`src/rtl/mem_port_arbiter_if.sv`:
```
//------------------------------------------------------------------------------
// Module   : mem_port_arbiter_if
// Brief    : Request/response bundle of the IF and MEM stages plus the external
//            memory bus. "master" is the arbiter view and "slave" is the view of
//            the stages and the memory controller.
// Revision : 1.0 - initial release
//------------------------------------------------------------------------------
`default_nettype none

interface mem_port_arbiter_if;
    logic        if_re;
    logic [31:0] if_addr;
    logic [31:0] if_rdata;
    logic        if_stall;
    logic        mem_re;
    logic [31:0] mem_read_addr;
    logic        mem_we;
    logic [31:0] mem_write_addr;
    logic [3:0]  mem_write;
    logic [31:0] mem_write_instr;
    logic [31:0] mem_rdata;
    logic        mem_stall;
    logic        bus_req;
    logic        bus_we;
    logic [31:0] bus_addr;
    logic [3:0]  bus_sel;
    logic [31:0] bus_wdata;
    logic [31:0] bus_rdata;
    logic        bus_ack;
    logic        bus_err;

    modport master (
        input  if_re, if_addr, mem_re, mem_read_addr, mem_we, mem_write_addr,
               mem_write, mem_write_instr, bus_rdata, bus_ack,
        output if_rdata, if_stall, mem_rdata, mem_stall, bus_req, bus_we,
               bus_addr, bus_sel, bus_wdata, bus_err
    );

    modport slave (
        output if_re, if_addr, mem_re, mem_read_addr, mem_we, mem_write_addr,
               mem_write, mem_write_instr, bus_rdata, bus_ack,
        input  if_rdata, if_stall, mem_rdata, mem_stall, bus_req, bus_we,
               bus_addr, bus_sel, bus_wdata, bus_err
    );
endinterface

`default_nettype wire

```
`src/rtl/mem_port_arbiter.sv`:
```
//------------------------------------------------------------------------------
// Module   : mem_port_arbiter
// Brief    : Shares one external memory bus between IF and MEM (MEM has fixed
//            priority). Define MEM_ARB_TIMEOUT_EN to enable the ack watchdog.
// Revision : 1.0 - initial release
//------------------------------------------------------------------------------
`default_nettype none

module mem_port_arbiter #(
    parameter int TIMEOUT = 255,
    parameter int CNT_W   = 8
) (
    input  wire logic           clk,
    input  wire logic           rst,
    mem_port_arbiter_if.master  arb
);

    localparam logic [2:0]  c_IDLE         = 3'd0;
    localparam logic [2:0]  c_D_BUSY       = 3'd1;
    localparam logic [2:0]  c_I_BUSY       = 3'd2;
    localparam logic [2:0]  c_D_DONE       = 3'd3;
    localparam logic [2:0]  c_I_DONE       = 3'd4;
    localparam logic [31:0] c_TIMEOUT_DATA = 32'hDEAD_BEEF;

    generate
        if (TIMEOUT < 1 || TIMEOUT >= (1 << CNT_W)) begin : g_bad_timeout
            $error("mem_port_arbiter: TIMEOUT must be in 1 .. 2**CNT_W-1");
        end
    endgenerate

    logic [2:0]  r_state;
    logic [2:0]  w_next_state;
    logic        w_mem_req;
    logic        w_timeout;
    logic        r_bus_req;
    logic        r_bus_we;
    logic [31:0] r_bus_addr;
    logic [3:0]  r_bus_sel;
    logic [31:0] r_bus_wdata;
    logic [31:0] r_if_rdata;
    logic [31:0] r_mem_rdata;

    assign w_mem_req = arb.mem_re | arb.mem_we;

`ifdef MEM_ARB_TIMEOUT_EN
    localparam logic [CNT_W-1:0] c_WDOG_LAST = CNT_W'(TIMEOUT - 1);

    logic [CNT_W-1:0] r_wdog;
    logic             r_bus_err;
    logic             w_busy;

    assign w_busy    = (r_state == c_D_BUSY) || (r_state == c_I_BUSY);
    assign w_timeout = w_busy && !arb.bus_ack && (r_wdog == c_WDOG_LAST);

    // Counter idles at zero, so it starts fresh on every BUSY entry.
    always_ff @(posedge clk) begin
        if (rst) begin
            r_wdog    <= '0;
            r_bus_err <= 1'b0;
        end else begin
            if (w_busy) r_wdog <= r_wdog + CNT_W'(1);
            else        r_wdog <= '0;
            if (w_timeout) r_bus_err <= 1'b1;
        end
    end

    assign arb.bus_err = r_bus_err;
`else
    assign w_timeout   = 1'b0;
    assign arb.bus_err = 1'b0;
`endif

    always_ff @(posedge clk) begin
        if (rst) r_state <= c_IDLE;
        else     r_state <= w_next_state;
    end

    always_comb begin
        w_next_state = r_state;
        case (r_state)
            c_IDLE: begin
                if (w_mem_req)      w_next_state = c_D_BUSY;
                else if (arb.if_re) w_next_state = c_I_BUSY;
            end
            c_D_BUSY: if (arb.bus_ack || w_timeout) w_next_state = c_D_DONE;
            c_I_BUSY: if (arb.bus_ack || w_timeout) w_next_state = c_I_DONE;
            default:  w_next_state = c_IDLE;
        endcase
    end

    always_comb begin
        arb.mem_stall = w_mem_req && (r_state != c_D_DONE);
        arb.if_stall  = arb.if_re && (r_state != c_I_DONE);
    end

    // Bus fields are only loaded in IDLE, so they stay frozen through BUSY.
    always_ff @(posedge clk) begin
        if (rst) begin
            r_bus_req   <= 1'b0;
            r_bus_we    <= 1'b0;
            r_bus_addr  <= '0;
            r_bus_sel   <= '0;
            r_bus_wdata <= '0;
            r_if_rdata  <= '0;
            r_mem_rdata <= '0;
        end else begin
            case (r_state)
                c_IDLE: begin
                    if (w_mem_req) begin
                        r_bus_req <= 1'b1;
                        r_bus_we  <= arb.mem_we;
                        if (arb.mem_we) begin
                            r_bus_addr  <= arb.mem_write_addr;
                            r_bus_sel   <= arb.mem_write;
                            r_bus_wdata <= arb.mem_write_instr;
                        end else begin
                            r_bus_addr <= arb.mem_read_addr;
                            r_bus_sel  <= 4'b1111;
                        end
                    end else if (arb.if_re) begin
                        r_bus_req  <= 1'b1;
                        r_bus_we   <= 1'b0;
                        r_bus_addr <= arb.if_addr;
                        r_bus_sel  <= 4'b1111;
                    end
                end
                c_D_BUSY: begin
                    if (arb.bus_ack) begin
                        r_bus_req <= 1'b0;
                        if (!r_bus_we) r_mem_rdata <= arb.bus_rdata;
                    end else if (w_timeout) begin
                        r_bus_req   <= 1'b0;
                        r_mem_rdata <= c_TIMEOUT_DATA;
                    end
                end
                c_I_BUSY: begin
                    if (arb.bus_ack) begin
                        r_bus_req  <= 1'b0;
                        r_if_rdata <= arb.bus_rdata;
                    end else if (w_timeout) begin
                        r_bus_req  <= 1'b0;
                        r_if_rdata <= c_TIMEOUT_DATA;
                    end
                end
                default: ;
            endcase
        end
    end

    assign arb.bus_req   = r_bus_req;
    assign arb.bus_we    = r_bus_we;
    assign arb.bus_addr  = r_bus_addr;
    assign arb.bus_sel   = r_bus_sel;
    assign arb.bus_wdata = r_bus_wdata;
    assign arb.if_rdata  = r_if_rdata;
    assign arb.mem_rdata = r_mem_rdata;

endmodule

`default_nettype wire

```
`src/flat_wrapper.sv`:
```
// flat-port wrapper written by rule: the top's interface ports become plain ports
module mem_port_arbiter_flat 
#(
    parameter int TIMEOUT = 255,
    parameter int CNT_W   = 8
)
  (clk, rst, arb_if_re, arb_if_addr, arb_mem_re, arb_mem_read_addr, arb_mem_we, arb_mem_write_addr, arb_mem_write, arb_mem_write_instr, arb_bus_rdata, arb_bus_ack, arb_if_rdata, arb_if_stall, arb_mem_rdata, arb_mem_stall, arb_bus_req, arb_bus_we, arb_bus_addr, arb_bus_sel, arb_bus_wdata, arb_bus_err);
  mem_port_arbiter_if arb_i ();
  input  wire logic clk;
  input  wire logic rst;
  input wire logic [$bits(arb_i.if_re)-1:0] arb_if_re;
  input wire logic [$bits(arb_i.if_addr)-1:0] arb_if_addr;
  input wire logic [$bits(arb_i.mem_re)-1:0] arb_mem_re;
  input wire logic [$bits(arb_i.mem_read_addr)-1:0] arb_mem_read_addr;
  input wire logic [$bits(arb_i.mem_we)-1:0] arb_mem_we;
  input wire logic [$bits(arb_i.mem_write_addr)-1:0] arb_mem_write_addr;
  input wire logic [$bits(arb_i.mem_write)-1:0] arb_mem_write;
  input wire logic [$bits(arb_i.mem_write_instr)-1:0] arb_mem_write_instr;
  input wire logic [$bits(arb_i.bus_rdata)-1:0] arb_bus_rdata;
  input wire logic [$bits(arb_i.bus_ack)-1:0] arb_bus_ack;
  output wire logic [$bits(arb_i.if_rdata)-1:0] arb_if_rdata;
  output wire logic [$bits(arb_i.if_stall)-1:0] arb_if_stall;
  output wire logic [$bits(arb_i.mem_rdata)-1:0] arb_mem_rdata;
  output wire logic [$bits(arb_i.mem_stall)-1:0] arb_mem_stall;
  output wire logic [$bits(arb_i.bus_req)-1:0] arb_bus_req;
  output wire logic [$bits(arb_i.bus_we)-1:0] arb_bus_we;
  output wire logic [$bits(arb_i.bus_addr)-1:0] arb_bus_addr;
  output wire logic [$bits(arb_i.bus_sel)-1:0] arb_bus_sel;
  output wire logic [$bits(arb_i.bus_wdata)-1:0] arb_bus_wdata;
  output wire logic [$bits(arb_i.bus_err)-1:0] arb_bus_err;
  assign arb_i.if_re = arb_if_re;
  assign arb_i.if_addr = arb_if_addr;
  assign arb_i.mem_re = arb_mem_re;
  assign arb_i.mem_read_addr = arb_mem_read_addr;
  assign arb_i.mem_we = arb_mem_we;
  assign arb_i.mem_write_addr = arb_mem_write_addr;
  assign arb_i.mem_write = arb_mem_write;
  assign arb_i.mem_write_instr = arb_mem_write_instr;
  assign arb_i.bus_rdata = arb_bus_rdata;
  assign arb_i.bus_ack = arb_bus_ack;
  assign arb_if_rdata = arb_i.if_rdata;
  assign arb_if_stall = arb_i.if_stall;
  assign arb_mem_rdata = arb_i.mem_rdata;
  assign arb_mem_stall = arb_i.mem_stall;
  assign arb_bus_req = arb_i.bus_req;
  assign arb_bus_we = arb_i.bus_we;
  assign arb_bus_addr = arb_i.bus_addr;
  assign arb_bus_sel = arb_i.bus_sel;
  assign arb_bus_wdata = arb_i.bus_wdata;
  assign arb_bus_err = arb_i.bus_err;
  mem_port_arbiter #(.TIMEOUT(TIMEOUT), .CNT_W(CNT_W)) u_core (.clk(clk), .rst(rst), .arb(arb_i));
endmodule
```
`config.mk`:
```
export PLATFORM = sky130hd
export DESIGN_NAME = mem_port_arbiter_flat
export DESIGN_NICKNAME = d
export VERILOG_FILES = /design/src/rtl/mem_port_arbiter_if.sv /design/src/rtl/mem_port_arbiter.sv /design/src/flat_wrapper.sv
export SDC_FILE = /design/constraint.sdc
export NUM_CORES = 1
export LEC_CHECK = 0
export CELL_PAD_IN_SITES_DETAIL_PLACEMENT = 1
export CELL_PAD_IN_SITES_GLOBAL_PLACEMENT = 1
export CORE_UTILIZATION = 29
export CTS_BUF_LIST = sky130_fd_sc_hd__clkbuf_8
export DETAILED_ROUTE_END_ITERATION = 8
export PLACE_DENSITY_LB_ADDON = 0.08
export SLEW_MARGIN = 0
export SYNTH_ARGS = -nofsm -noshare
export SYNTH_HDL_FRONTEND = slang
export SYNTH_SLANG_ARGS = --single-unit
```
`constraint.sdc`:
```
create_clock -name clk -period 2.3 [get_ports clk]
set_input_delay 0.46 -clock clk [delete_from_list [all_inputs] [get_ports clk]]
set_output_delay 0.46 -clock clk [all_outputs]
set_load 0.01 [all_outputs]
```
# Yosys cells after proc, flatten, opt, wreduce, memory -nomap -nowiden
# Cells that the tools add are included.
[classes] addsub=0 multipliers=0 div_mod_pow=0 n_lt_le_gt_ge=0 eq_ne=8 n_shift=0 n_mux=17 bitwise_logic=2 n_reduce_logical=12
[op_table] cell="32-bit two-way mux" count=3
[op_table] cell="3-bit two-way mux" count=4
[op_table] cell="4-bit two-way mux" count=3
[op_table] cell="3-bit AND reduction" count=4
[op_table] cell="3-bit case mux with 3 select lines" count=1
[op_table] cell="3-bit by 2-bit inequality test with 1-bit output, second input constant" count=2
[op_table] cell="1-bit two-way mux" count=5
[op_table] cell="2-bit inequality test, second input constant" count=2
[op_table] cell="2-bit AND reduction" count=2
[op_table] cell="2-bit nonzero test" count=2
[op_table] cell="3-bit by 1-bit equality test with 1-bit output, second input constant" count=1
[op_table] cell="3-bit by 2-bit equality test with 1-bit output, second input constant" count=1
[op_table] cell="3-bit logical NOT" count=1
[op_table] cell="3-bit inequality test, second input constant" count=1
[op_table] cell="1-bit logical AND" count=2
[op_table] cell="2-bit by 1-bit inequality test with 1-bit output, second input constant" count=1
[op_table] cell="1-bit case mux with 2 select lines" count=1
[op_table] cell="2-bit OR reduction" count=1
[op_table] cell="1-bit inverter" count=1
[op_table] cell="1-bit OR" count=1
[totals] ff_bits=137 latchBits=0 ramBits=0 romBits=0 output_inout_bits=137 elab_cells=47 mem_count=0

# Logic depth before layout (Yosys ltp)
[depth] ltp_word=4 mapped_depth=6 depth_no_buf=3

# Worst setup path after synthesis
# No wires, ideal clock.
[synth_path] kind="input-to-reg" startpoint="input arb_mem_re" endpoint="register u_core.r_bus_addr[10], in the netlist u_core.arb.bus_addr[10]" setup_time_ns=0.118 t_arrival_ns=1.657 required_ns=2.182 slack_ns=0.525 stages=5 path_cell_list="clkbuf_1 -> clkbuf_1 -> mux2_2 -> mux2i_1 -> o2bb2ai_2"
[synth_via] elab_chain_cells=3 word_cells_on_any_way=4
[synth_lines] element="from (decl)" line_no="flat_wrapper.sv:13" source="input wire logic [$bits(arb_i.mem_re)-1:0] arb_mem_re;"
[synth_lines] element="1-bit OR *" line_no="mem_port_arbiter.sv:43" source="assign w_mem_req = arb.mem_re | arb.mem_we;"
[synth_lines] element="2-bit nonzero test (no line)"
[synth_lines] element="2-bit AND reduction (no line)"
[synth_lines] element="to (signal assigned)" line_no="mem_port_arbiter.sv:113" source="r_bus_addr <= arb.mem_write_addr;"
[synth_lines] element="to (signal assigned)" line_no="mem_port_arbiter.sv:117" source="r_bus_addr <= arb.mem_read_addr;"
[synth_lines] element="to (signal assigned)" line_no="mem_port_arbiter.sv:123" source="r_bus_addr <= arb.if_addr;"
[synth_lines] element="to (decl)" line_no="mem_port_arbiter.sv:37" source="logic [31:0] r_bus_addr;"
# Mark *: on every way between the ends. The rest lies on a longest branch, timed or not.
# A chain may end at the register's enable or synchronous reset.

# Worst setup path in the final report
[layout_path] startpoint="input arb_if_re" endpoint="output arb_if_stall"
[layout_via] elab_chain_cells=1
[layout_lines] element="from (decl)" line_no="flat_wrapper.sv:11" source="input wire logic [$bits(arb_i.if_re)-1:0] arb_if_re;"
[layout_lines] element="1-bit logical AND" line_no="mem_port_arbiter.sv:93" source="arb.if_stall = arb.if_re && (r_state != c_I_DONE);"
[layout_lines] element="to (decl)" line_no="flat_wrapper.sv:22" source="output wire logic [$bits(arb_i.if_stall)-1:0] arb_if_stall;"
# Every way passes these cells.

==> results.md <==
- The number of nets in the synthesized netlist is 829.
- Counting flops with a built-in enable in the synthesized netlist gives 0.
- CTS built an H-tree with a depth of 4.
- By area the synthesized netlist is led by dfxtp_1 46%, a21oi_1 8.6%, nand2_1 8.2%.
- The worst hold endpoint is u_core.r_state[0].
- The max-cap check violation count is 0.
- The average size of a mapped cell is 9.015 um2.
- In this run the static leakage power is 3.433 nW.
- The startpoint kind of the worst setup timing path is a primary input.
- The buffer cell driving the clock tree root is clkbuf_8.
- The total power density per cell area is 681.6 nW/um2.
- The first global-routing pass estimated 33,790 um of wire.
- Summing every instance area after synthesis gives 5941 um2.
- Data on the critical path arrives at its endpoint at about 1.7 ns.
- In the layout the commonest cells are 302 x clkdlybuf4s50_1, 137 x dfxtp_1, 129 x nand2_1.
- The maximum cell stage delay along the critical path is 0.55 ns.
- The hold buffer count at cts is 0.
- Of all flip-flops after synthesis, the portion carrying an async set or reset was 0%.
- The share of the yosys chip area belonging to registers is 46.17%.
- The worst reg2reg path startpoint is u_core.r_state[0].
- The capture point of the worst reg-to-reg path is u_core.arb.bus_addr[21].
- Among all flip-flop cells after synthesis, the most frequent one is dfxtp_1.
- The signal on the critical path passes through clkdlybuf4s50_1 -> o31a_1 -> clkdlybuf4s50_1.
- Clock tree synthesis inserted a total of 17 buffers.
- The cell type contributing the most total cell area after synthesis is dfxtp_1.
- The register-to-register path setup slack is between 0.4 and 0.5 ns.
- Pin placement for this block handled 307 I/O pins.
- The floorplan step defined a die boundary enclosing 21,060 um2.
- In the final timing run, aggregate negative setup slack is 0 ns.
- The instance count along the most critical hold path is 3.
- Among all stages on the critical path, the largest delay is contributed by clkdlybuf4s50_1.
- After clock tree synthesis, the clock-pin slew on the worst setup and hold paths is 0.08 ns.
- Wires add up to 21,160 um.
- The number of global-route vias before repair was 6,400.
- For this configuration, the core starts out at a cell density of 30.03%.
- The instance count of the mapped netlist is 659.
- The residual overflow from global routing is 0.
- The initial antenna violation count is 0.
- Counting cells, the worst reg-to-reg path comes to 4.
- The vias after detailed routing is 5,854.
- Counting every sink on the clock net gives 137.
- In this run the post-CTS setup repair buffer count came out at 0.
- The portion of synthesized cell area occupied by the leading cell type is 46.17%.
- Input and output buffers added on the ports amount to a little over 300.
- Once layout is complete, the utilization of the core stands at between 40% and 50%.
- The row count is 51.
- The total number of nets in the final design is ~1,100.
- The worst-case headroom to the max-slew limit is between 40% and 50%.
- For the pin with the worst max-slew slack, the measured transition is around 0.87 ns.
- After synthesis the netlist holds a flip-flop and latch count of 137.
- The final RePlAce weighted congestion is 0.7450.
- The max-slew violation total from the final report came to 0.
- The number of vias per cell is 4.798.
- The fraction of final layout cells with drive strength greater than 1 is 12.98%.
- The area overhead of the layout relative to synthesis is 63.12%.
- The minimum clock period is roughly 2.2 ns.
- At the worst endpoint, the required time is around 1.8 ns.
- The DRC marker count from the first detailed-route iteration is 196.
- The maximum clock skew at final layout is ~0.017 ns.
- The run finished with clean final reports.
- The worst setup timing slack at the placement stage is approximately 0.15 ns.
- The count of distinct cell types in the synthesized netlist is 33.
- Based on the critical path, the design can be clocked at up to 463.0 MHz.
- The worst setup path is of the primary input to output pin kind.
- In this run the standard cell core region covers 19,780 um2.
- In this run the horizontal extent of the chip is 145.1 um.
- The number of hold-slack violations in the final timing report is 0.
- The repair_antennas step left the layout with diodes totalling 0.
- The most common library cell in the layout ignoring fill and taps is clkdlybuf4s50_1.
- The worst-case clock buffer depth is 2.
- The post-route clock period utilization is 93.91%.
- IR analysis of the VDD net gives a maximum drop of 0.0003720 V.
- Setup repair after global routing left no endpoint under its margin.
- The post-cts gate resize count is 0.
- The worst hold path begins at rst.
- In the global route stage, overall resource usage came out at roughly a fifth.
- For the worst-skew pair, the clock arrives at the later sink with an insertion delay of 0.44 ns.
- The largest fanout on the critical path is 3.
- Among the stages of the critical path, the cell type that occurs most often is clkdlybuf4s50_1.
- TritonCTS built the clock tree.
- The first detailed-routing pass ran for 4 iterations.
- The wire length per cell after detailed routing is 17.35 um.
- The die height is 145.1 um.
- The number of design rule violations left after detail routing is 0.
- The category of the worst setup path capture point is an output pin.
- In this run the remaining antenna-violating nets after routing total 0.
- The path class of the tightest hold or removal check is primary input to flop.
- The post-detailed-placement half-perimeter wirelength is around 16,000 um.
- During synthesis, Yosys emitted a total of 0 warnings.
- The final setup slack of the worst path is 0.1400 ns.
- Setup violations remaining at the end of the flow were counted as 0.
- Entering global routing, the biggest net connects 77 pins.
worst max path at each step:
stage | end | from | slack [ns] | depth (start not counted)
after detailed placement | arb_if_stall | arb_if_re | 0.15 | 3
after CTS | arb_if_stall | u_core.r_state[2] | 0.12 | 3
final | arb_if_stall | arb_if_re | 0.14 | 3
after floorplan | u_core.arb.bus_addr[10] | arb_mem_re | 0.53 | 5
after global routing | arb_if_stall | u_core.r_state[2] | 0.07 | 3
after global placement | arb_if_stall | arb_if_re | 0.15 | 3
area by class of cell:
class / count / area (um2)
Clock buffer: 17 / 234.0
Clock inverter: 15 / 187.7
Fill cell: 2264 / 10090
Inverter: 2 / 7.507
Multi-Input combinational cell: 457 / 2944
Sequential cell: 137 / 2743
Tap cell: 265 / 331.6
Timing Repair Buffer: 327 / 3243
sequential cells by signal (all words and copies together) (netlist names):
register              flops
u_core.arb.bus_req        1
u_core.arb.bus_addr      32
u_core.arb.bus_sel        4
u_core.arb.mem_rdata     32
u_core.arb.if_rdata      32
u_core.arb.bus_we         1
u_core.arb.bus_wdata     32
u_core.r_state            3
cell families after synthesis:
logic type,after synthesis,share of synthesized area [%]
muxes,64,11.46
and+or+nand+nor,217,17.10
AOI/OAI and AO/OA,174,20.18
DFF,137,46.17
other,1,0.06312
buffers and inverters,65,4.886
xor gates and xnor gates,1,0.1475
where the power goes:
group	leakage, nW	switching [mW]	internal, mW
Sequential	1.12	0.119	2.58
Combinational	2.10	0.838	0.936
Clock	0.210	1.03	1.10
Total	3.43	1.99	4.62
synth_stat cells, types with 4 or more instances:
cell type	n
nor3_1	6
buf_1	6
nor2b_1	32
o21ai_1	32
clkbuf_1	37
mux2_2	32
dfxtp_1	137
mux2i_1	32
nand2_1	130
a21oi_1	102
nor2_1	4
buf_2	16
o2bb2ai_2	30
nand3_1	32
through the flow:
stage | area [um2] | instances | hold WS [ns] | power, mW
floorplan | 5941 | 659 | 0.4805 | 3.562
global placement | 9269 | 1188 | 0.4406 | 4.498
detailed placement | 9269 | 1188 | 0.4458 | 4.555
CTS | 9691 | 1220 | 0.2666 | 6.715
global route | 9691 | 1220 | 0.2935 | 6.944
finish | 9691 | 1220 | 0.3040 | 6.605
worst max-delay path: cells and delay by family:
kind / cells / cell delay [ns]
buffers and inverters: 2 / 1.08
AO/OA/AOI/OAI: 1 / 0.16
per-layer routing:
metal  GRT usage, %  vias up  share of wire (%)
met5              0        -                  0
met4          6.789        0                2.1
met3          7.233       31                8.0
met2          36.25      191                 51
met1          21.54     2779                 39
li1               -     2853                  -
No activity file was read; power rests on OpenSTA's default activity.
